`src/rtl/alu_pkg.sv`:
```
// Shared ALU definitions: FunSel codes, flag bit positions and the arbiter FSM state type.
package alu_pkg;

  localparam logic [3:0] FS_A    = 4'h0;
  localparam logic [3:0] FS_B    = 4'h1;
  localparam logic [3:0] FS_NOTA = 4'h2;
  localparam logic [3:0] FS_NOTB = 4'h3;
  localparam logic [3:0] FS_ADD  = 4'h4;
  localparam logic [3:0] FS_SUB  = 4'h5;
  localparam logic [3:0] FS_CMP  = 4'h6;
  localparam logic [3:0] FS_AND  = 4'h7;
  localparam logic [3:0] FS_OR   = 4'h8;
  localparam logic [3:0] FS_NAND = 4'h9;
  localparam logic [3:0] FS_XOR  = 4'hA;
  localparam logic [3:0] FS_LSL  = 4'hB;
  localparam logic [3:0] FS_LSR  = 4'hC;
  localparam logic [3:0] FS_ASR  = 4'hD;
  localparam logic [3:0] FS_CSR  = 4'hE;
  localparam logic [3:0] FS_CSL  = 4'hF;

  localparam int unsigned FLAG_Z = 3;
  localparam int unsigned FLAG_C = 2;
  localparam int unsigned FLAG_N = 1;
  localparam int unsigned FLAG_V = 0;

  typedef enum logic [1:0] {
    ST_IDLE,
    ST_ISSUE,
    ST_RESP
  } arb_state_t;

endpackage

```
`src/rtl/alu_rr_grant.sv`:
```
// Two-input one-hot grant. Round-robin on ties by default; ALU_ARB_FIXED_PRIO_EN selects fixed req0 priority.
module alu_rr_grant (
  input  logic [1:0] valid_i,
`ifndef ALU_ARB_FIXED_PRIO_EN
  input  logic       last_i,
`endif
  output logic [1:0] grant_o
);

  always_comb begin
    grant_o = valid_i;
    if (valid_i == 2'b11) begin
`ifdef ALU_ARB_FIXED_PRIO_EN
      grant_o = 2'b01;
`else
      // last_i is the ID served most recently; the other one wins the tie
      grant_o = last_i ? 2'b01 : 2'b10;
`endif
    end
  end

endmodule

```
`src/rtl/alu_arbiter.sv`:
```
// Two-requester arbiter/sequencer for the shared ALU. Define ALU_ARB_FIXED_PRIO_EN for fixed req0 priority.
module alu_arbiter
  import alu_pkg::*;
#(
  parameter int unsigned SETTLE_CYCLES = 1
) (
  input  logic       Clock,
  input  logic       RESET,
  input  logic       req0_valid,
  output logic       req0_ready,
  input  logic [3:0] req0_funsel,
  input  logic [7:0] req0_a,
  input  logic [7:0] req0_b,
  input  logic       req1_valid,
  output logic       req1_ready,
  input  logic [3:0] req1_funsel,
  input  logic [7:0] req1_a,
  input  logic [7:0] req1_b,
  output logic [3:0] alu_funsel,
  output logic [7:0] alu_a,
  output logic [7:0] alu_b,
  input  logic [7:0] alu_out,
  input  logic [3:0] alu_flag,
  output logic       rsp_valid,
  input  logic       rsp_ready,
  output logic       rsp_id,
  output logic [7:0] rsp_data,
  output logic [3:0] rsp_flag
);

  arb_state_t state_q, state_d;
  logic [3:0] cnt_q, cnt_d;
  logic [3:0] funsel_q, funsel_d;
  logic [7:0] a_q, a_d, b_q, b_d;
  logic       id_q, id_d;
  logic [7:0] data_q, data_d;
  logic [3:0] flag_q, flag_d;
  logic [1:0] gnt;
  logic       idle;

`ifndef ALU_ARB_FIXED_PRIO_EN
  logic last_q, last_d;
`endif

  alu_rr_grant u_grant (
    .valid_i ({req1_valid, req0_valid}),
    .grant_o (gnt)
`ifndef ALU_ARB_FIXED_PRIO_EN
    , .last_i(last_q)
`endif
  );

  assign idle       = (state_q == ST_IDLE);
  // readies are gated by RESET so they read 0 while reset is held
  assign req0_ready = idle & gnt[0] & ~RESET;
  assign req1_ready = idle & gnt[1] & ~RESET;
  assign rsp_valid  = (state_q == ST_RESP);
  assign alu_funsel = funsel_q;
  assign alu_a      = a_q;
  assign alu_b      = b_q;
  assign rsp_id     = id_q;
  assign rsp_data   = data_q;
  assign rsp_flag   = flag_q;

  always_comb begin
    state_d  = state_q;
    cnt_d    = cnt_q;
    funsel_d = funsel_q;
    a_d      = a_q;
    b_d      = b_q;
    id_d     = id_q;
    data_d   = data_q;
    flag_d   = flag_q;
`ifndef ALU_ARB_FIXED_PRIO_EN
    last_d   = last_q;
`endif
    case (state_q)
      ST_IDLE: begin
        if (|gnt) begin
          funsel_d = gnt[1] ? req1_funsel : req0_funsel;
          a_d      = gnt[1] ? req1_a      : req0_a;
          b_d      = gnt[1] ? req1_b      : req0_b;
          id_d     = gnt[1];
          cnt_d    = 4'(SETTLE_CYCLES);
`ifndef ALU_ARB_FIXED_PRIO_EN
          last_d   = gnt[1];
`endif
          state_d  = ST_ISSUE;
        end
      end
      ST_ISSUE: begin
        if (cnt_q <= 4'd1) begin
          data_d  = alu_out;
          flag_d  = alu_flag;
          state_d = ST_RESP;
        end else begin
          cnt_d = cnt_q - 4'd1;
        end
      end
      ST_RESP: begin
        if (rsp_ready) state_d = ST_IDLE;
      end
      default: state_d = ST_IDLE;
    endcase
  end

  always_ff @(posedge Clock or posedge RESET) begin
    if (RESET) begin
      state_q  <= ST_IDLE;
      cnt_q    <= '0;
      funsel_q <= '0;
      a_q      <= '0;
      b_q      <= '0;
      id_q     <= 1'b0;
      data_q   <= '0;
      flag_q   <= '0;
`ifndef ALU_ARB_FIXED_PRIO_EN
      last_q   <= 1'b1;
`endif
    end else begin
      state_q  <= state_d;
      cnt_q    <= cnt_d;
      funsel_q <= funsel_d;
      a_q      <= a_d;
      b_q      <= b_d;
      id_q     <= id_d;
      data_q   <= data_d;
      flag_q   <= flag_d;
`ifndef ALU_ARB_FIXED_PRIO_EN
      last_q   <= last_d;
`endif
    end
  end

endmodule

```
`config.mk`:
```
export PLATFORM = sky130hd
export DESIGN_NAME = alu_arbiter
export DESIGN_NICKNAME = d
export VERILOG_FILES = /design/src/rtl/alu_pkg.sv /design/src/rtl/alu_rr_grant.sv /design/src/rtl/alu_arbiter.sv
export SDC_FILE = /design/constraint.sdc
export NUM_CORES = 1
export LEC_CHECK = 0
export ABC_AREA = 0
export CORE_ASPECT_RATIO = 0.8
export CORE_MARGIN = 3
export CORE_UTILIZATION = 40
export DETAILED_ROUTE_END_ITERATION = 12
export GPL_TIMING_DRIVEN = 0
export HOLD_SLACK_MARGIN = 0.08
export PLACE_DENSITY = 0.8
export SYNTH_ARGS = -nofsm -noshare
export SYNTH_HDL_FRONTEND = slang
export SYNTH_HIERARCHICAL = 1
export SYNTH_SLANG_ARGS = --single-unit
```
`constraint.sdc`:
```
create_clock -name Clock -period 2.5 [get_ports Clock]
set_input_delay 0.5 -clock Clock [delete_from_list [all_inputs] [get_ports Clock]]
set_output_delay 0.5 -clock Clock [all_outputs]
set_load 0.03 [all_outputs]
```
### Word level (Yosys, flattened, before mapping)

Cells that the tools add are included.

| operators by class | value |
|---|---|
| multiply operators | 0 |
| shift-type cells | 0 |
| magnitude comparators | 1 |
| reduce and logical (&&, ||, !) cells | 7 |
| mux-type cells | 12 |
| bitwise gates (word level) | 5 |
| divide/modulo/power cells | 0 |
| equality and inequality tests | 7 |
| $add $sub $neg | 1 |

Operator list:

| kind | count |
|---|---|
| 8-bit 2-to-1 mux | 2 |
| 4-bit 2-to-1 mux | 3 |
| 2-bit 2-to-1 mux | 5 |
| 4-bit one-hot mux with 2 select lines | 1 |
| 2-bit one-hot mux with 3 select lines | 1 |
| 3-bit AND reduction | 2 |
| 1-bit bitwise AND | 4 |
| 2-bit == test (second input constant) | 2 |
| 4-bit by 1-bit <= comparator with 1-bit output (second input constant) | 1 |
| 2-bit by 1-bit inequality test with 1-bit output (second input constant) | 2 |
| 2-bit inequality test (second input constant) | 2 |
| 2-bit AND reduction | 2 |
| 4-bit by 1-bit subtractor with 4-bit output (second input constant) | 1 |
| 2-bit by 1-bit == test with 1-bit output (second input constant) | 1 |
| 2-bit logical NOT | 1 |
| 2-bit nonzero test | 1 |
| 2-bit OR reduction | 1 |
| 1-bit NOT | 1 |

| storage, ports and cells | value |
|---|---|
| ROM bits | 0 |
| latch bits | 0 |
| input port bits | 57 |
| RAM bits | 0 |
| register bits after elaboration | 40 |
| memories | 0 |

### Depth between registers and ports, before layout

| logic depth | value |
|---|---|
| depth after elaboration | 5 |
| mapped depth | 7 |

### Hierarchy

Netlist, hierarchy kept.

Modules (own cells, without submodules):

| module | instances | sequential area each (um2) | area an instance (um2) | cells each |
|---|---|---|---|---|
| alu_arbiter | 1 | 1002.2 | 1844.3 | 154 |
| alu_rr_grant | 1 | 0.0 | 18.8 | 3 |

### Worst setup path before layout

No wires, ideal clock.

| timing | value |
|---|---|
| kind | input -> output |
| from | input RESET |
| to | output req1_ready |
| stages | 2 |
| setup slack | 177 ps |
| buffers on the path | 0 |
| arrival | 1823 ps |
| path through | inv_1 and3_1 |

| between the ends | value |
|---|---|
| longest elaborated chain between the ends | 2 |

RTL lines:

| element | RTL line | text |
|---|---|---|
| start: declaration | alu_arbiter.sv:8 | `input logic RESET,` |
| 1-bit NOT | alu_arbiter.sv:56 | `assign req1_ready = idle & gnt[1] & ~RESET;` |
| 1-bit bitwise AND | alu_arbiter.sv:56 |  |
| end: declaration | alu_arbiter.sv:15 | `output logic req1_ready,` |

No other way between the ends.

### Worst setup path in the final report

| timing | value |
|---|---|
| from | input req1_valid |
| to | output req1_ready |

| between the ends | value |
|---|---|
| longest elaborated chain between the ends | 4 |

RTL lines:

| element | RTL line | text |
|---|---|---|
| start: declaration | alu_arbiter.sv:14 | `input logic req1_valid,` |
| 2-bit == test | alu_rr_grant.sv:12 | `if (valid_i == 2'b11) begin` |
| 2-bit 2-to-1 mux (*) | alu_rr_grant.sv:12 |  |
| named net gnt[1] | alu_arbiter.sv:38 | `logic [1:0] gnt;` |
| 1-bit bitwise AND (*) (2 in series) | alu_arbiter.sv:56 |  |

The timed path passes the listed nets; every way through them passes the cells marked *.

==> run_summary.xml <==
<?xml version="1.0" encoding="UTF-8"?>
<metrics>
  <group name="status">
    <metric name="run_status" unit="">finished clean</metric>
  </group>
  <group name="final_layout">
    <metric name="layout_filler_cell_count" unit="">346</metric>
    <metric name="nNetsFinal" unit="">315</metric>
    <metric name="final_design_area_no_fill" unit="sq um">2980</metric>
    <metric name="area.sequential" unit="sq um">1000</metric>
    <metric name="multi_input_comb_area" unit="sq um">783</metric>
    <metric name="post_route_core_utilization" unit="%">68.6</metric>
    <metric name="share_of_final_layout_standard_cells_stronger_than_drive_strength_1" unit="%">15.6</metric>
    <metric name="layout-area-overhead-vs-synth" unit="%">59.7</metric>
    <metric name="antenna-diode-count" unit="">0</metric>
  </group>
  <group name="worst_setup_path">
    <metric name="setup.worst_path.class" unit="">in -&gt; out</metric>
    <metric name="cp.buffers_inverters" unit="">4</metric>
    <metric name="critPathSlowestCell" unit="">clkdlybuf4s50_1</metric>
    <metric name="required_time_at_the_endpoint_of_the_critical_path" unit="ps">2000</metric>
    <metric name="crit_chain" unit="">clkdlybuf4s50_1 -&gt; a21boi_0 -&gt; buf_4 -&gt; buf_6 -&gt; and3_1 -&gt; buf_2</metric>
    <metric name="startpoint_type" unit="">input pin</metric>
    <metric name="worst-path-max-fanout" unit="">10</metric>
    <metric name="critical_path.endpoint_type" unit="">primary output</metric>
    <metric name="crit_arrival" unit="ps">1900</metric>
    <metric name="crit_path_max_incr_delay" unit="ps">490</metric>
    <metric name="critical-path-top-delay-family" unit="">buffers and inverters</metric>
  </group>
  <group name="detailed_routing">
    <metric name="drc_errors" unit="">0</metric>
    <metric name="drt-initial-drc-count" unit="">52</metric>
    <metric name="wl_per_cell" unit="microns">14.8</metric>
    <metric name="via_count" unit="">1520</metric>
    <metric name="detail_route.vias_per_cell" unit="">4.84</metric>
    <metric name="detail_route.first_pass.iterations" unit="">4</metric>
    <metric name="ant_nets" unit="">0</metric>
    <metric name="drt-total-wl" unit="mm">4.66</metric>
  </group>
  <group name="logic_synthesis">
    <metric name="post_synth_xor_area_fraction" unit="%">0.470</metric>
    <metric name="adder_and_majority_gate_portion_of_the_synthesized_area" unit="%">1.34</metric>
    <metric name="synth_sequential_area_ratio" unit="%">53.8</metric>
    <metric name="yosys_warnings" unit="">6</metric>
    <metric name="yosysUniqueCellTypes" unit="">29</metric>
    <metric name="synth.mux.area_fraction" unit="%">21.0</metric>
    <metric name="post_synth.cell_area_avg" unit="sq um">11.9</metric>
    <metric name="largest_cells_by_area_after_synthesis" unit="">dfrtp_1, mux2i_1, mux2_4</metric>
    <metric name="yosysTopAreaCellShare" unit="%">52.4</metric>
    <metric name="synth-compound-area-share" unit="%">9.27</metric>
    <metric name="yosys.area.top_type" unit="">dfrtp_1</metric>
    <metric name="post_synthesis_instance_total" unit="">157</metric>
    <metric name="synthesized_flop_and_latch_total" unit="">40</metric>
    <metric name="share_of_synthesized_cell_area_in_and_or_nand_and_nor_gates" unit="%">10.0</metric>
    <metric name="synth.net_count" unit="">216</metric>
    <metric name="synth_top_family_by_area" unit="">multiplexers</metric>
    <metric name="synth_area" unit="sq um">1860</metric>
  </group>
  <group name="clock_network">
    <metric name="clkLatencyLatePin" unit="ps">290</metric>
    <metric name="clock_sink_count" unit="">40</metric>
    <metric name="clock_tree_from_tritoncts" unit="">done</metric>
    <metric name="ctsHtreeMaxLevel" unit="">2</metric>
    <metric name="clock_path_buffers" unit="">2</metric>
    <metric name="cts_buffers" unit="">5</metric>
    <metric name="clk_root_buffer_cell" unit="">clkbuf_8</metric>
    <metric name="post-cts-setup-buffers" unit="">0</metric>
    <metric name="number_of_buffers_added_to_fix_hold_violations_after_cts" unit="">0</metric>
    <metric name="cts.clk_slew.worst_paths" unit="ps">80</metric>
    <metric name="postCtsResizedCells" unit="">10</metric>
  </group>
  <group name="power">
    <metric name="power_leakage" unit="nW">1.30</metric>
    <metric name="vdd_ir_drop_max" unit="mV">0.860</metric>
    <metric name="power-per-cell-area" unit="nW/um^2">1320</metric>
  </group>
  <group name="timing">
    <metric name="max_freq" unit="MHz">417</metric>
    <metric name="final_hold_viol_count" unit="">0</metric>
    <metric name="final_max_slew_viol_count" unit="">0</metric>
    <metric name="min_period_over_period" unit="%">95.9</metric>
    <metric name="final_critical_path_time_including_i_o_delays_and_setup" unit="ps">2400</metric>
    <metric name="setup_repair_after_global_routing_missed_its_margin" unit="">no</metric>
    <metric name="worst-slew-pin-transition" unit="ps">499</metric>
    <metric name="fin_worst_skew" unit="ps">7.61</metric>
    <metric name="relSlewSlack" unit="%">66.8</metric>
    <metric name="setup_total_negative_slack" unit="ps">0</metric>
    <metric name="timing.hold.ws" unit="ps">510</metric>
    <metric name="report.final.setup_viol" unit="">0</metric>
  </group>
  <group name="global_route">
    <metric name="first_pass_grt_wire_length" unit="mm">7.67</metric>
    <metric name="grt_start_max_net_pins" unit="">42</metric>
    <metric name="grt_antenna_before_repair" unit="">0</metric>
    <metric name="grt_pass1_vias" unit="">1595</metric>
    <metric name="gr_util_all_layers" unit="%">18.5</metric>
    <metric name="grt_overflow" unit="">0</metric>
  </group>
  <group name="floorplan">
    <metric name="coreArea" unit="sq um">4340</metric>
    <metric name="die_w" unit="microns">82.3</metric>
    <metric name="initial_utilization" unit="%">43.0</metric>
    <metric name="floorplan.io_pins" unit="">93</metric>
    <metric name="fp-row-count" unit="">21</metric>
    <metric name="dieArea" unit="sq um">5520</metric>
    <metric name="die-height" unit="microns">67.0</metric>
  </group>
  <group name="placement">
    <metric name="finalWeightedCongestion" unit="">0.840</metric>
    <metric name="place.detailed.hpwl" unit="mm">3.46</metric>
    <metric name="portBuffers" unit="">92</metric>
    <metric name="placement.cell_area" unit="sq um">2860</metric>
  </group>
  <group name="min_path">
    <metric name="hp-class" unit="">reg -&gt; reg</metric>
  </group>
  <group name="job">
    <metric name="drv.max_cap_violation_count" unit="">0</metric>
  </group>
</metrics>
## routing by layer
| metal | track usage, % | part of all wire (%) |
|---|---|---|
| met2 | 27.5 | 43 |
| met4 | 4.36 | 0.82 |
| met5 | 0 | 0 |
| met3 | 9.86 | 13 |
| met1 | 23.4 | 43 |
## per-stage QoR
step	worst slack (ps)	power, mW	cells
2_1_floorplan	177	2.55	157
3_3_place_gp	-1080	3.35	306
3_5_place_dp	-575	3.39	306
4_1_cts	86.5	3.96	314
5_1_grt	28.9	4.18	314
6_report	103	3.92	314
## power breakdown
| part | leakage (nW) | internal [mW] | switching, mW | total, mW |
|---|---|---|---|---|
| sequential | 0.460 | 0.971 | 0.196 | 1.17 |
| clock | 0.0548 | 0.301 | 0.245 | 0.546 |
| combinational | 0.784 | 1.03 | 1.17 | 2.21 |
| total | 1.30 | 2.31 | 1.62 | 3.92 |
## registers in the layout, indices dropped and copies added (netlist names)
| register | count |
|---|---|
| state_q | 2 |
| cnt_q | 4 |
| rsp_id | 1 |
| alu_b | 8 |
| alu_funsel | 4 |
| last_q | 1 |
| rsp_flag | 4 |
| rsp_data | 8 |
| alu_a | 8 |
## worst reg2reg max path, delay by kind of cell, from the launching register on
family | cells | cell delay, ps
and+or+nand+nor | 1 | 180
muxes | 1 | 350
buffers and inverters | 2 | 340
DFF | 1 | 540
AOI/OAI and AO/OA | 2 | 260
## area by class of cell
cell class,count,share of cell area [%]
flip-flops and latches,40,33.7
repair buffers,92,30.7
well taps,57,2.40
plain buffers,9,2.14
multi-input cells,102,26.3
clock buffers,5,2.31
clock inverters,3,1.56
inverters,6,0.841
## cell usage after synthesis, drive strengths merged
cell type	count
o31ai	1
mux2	13
xor2	1
a21oi	20
o211ai	1
a21o	1
and3	1
o31a	1
dfstp	1
mux2i	21
ha	2
nand2b	2
inv	6
buf	9
nor3	1
nor2	25
a21boi	2
nor4	1
o21a	1
and2b	2
or3	1
a22o	2
dfrtp	39
nand2	3
## cell usage in the layout (no fill, tap or decap), drive strengths merged, types with 3 or more instances in the layout
master,instances
nor2,25
inv,7
clkbuf,5
clkdlybuf4s50,90
a21oi,20
nand2,3
dfrtp,39
mux2i,21
buf,10
mux2,13
## worst paths after layout
| check | from | end | slack (ps) | depth (start not counted) |
|---|---|---|---|---|
| worst min register to register | rsp_id | rsp_id | 510 | 1 |
| worst min-delay path | rsp_id | rsp_id | 510 | 1 |
| worst max register to register | last_q | cnt_q[0] | 730 | 6 |
| max in group asynchronous | RESET | last_q | 1510 | 2 |
| worst max-delay path | req1_valid | req1_ready | 100 | 6 |
| min in group asynchronous | RESET | state_q[0] | 630 | 2 |
## cell families after synthesis
logic type	after synthesis
fa+ha+maj	2
xor+xnor	1
mux	34
flops	40
compound gates	29
buf+inv	15
simple gates	36
Power figures use the tool's default switching activity.
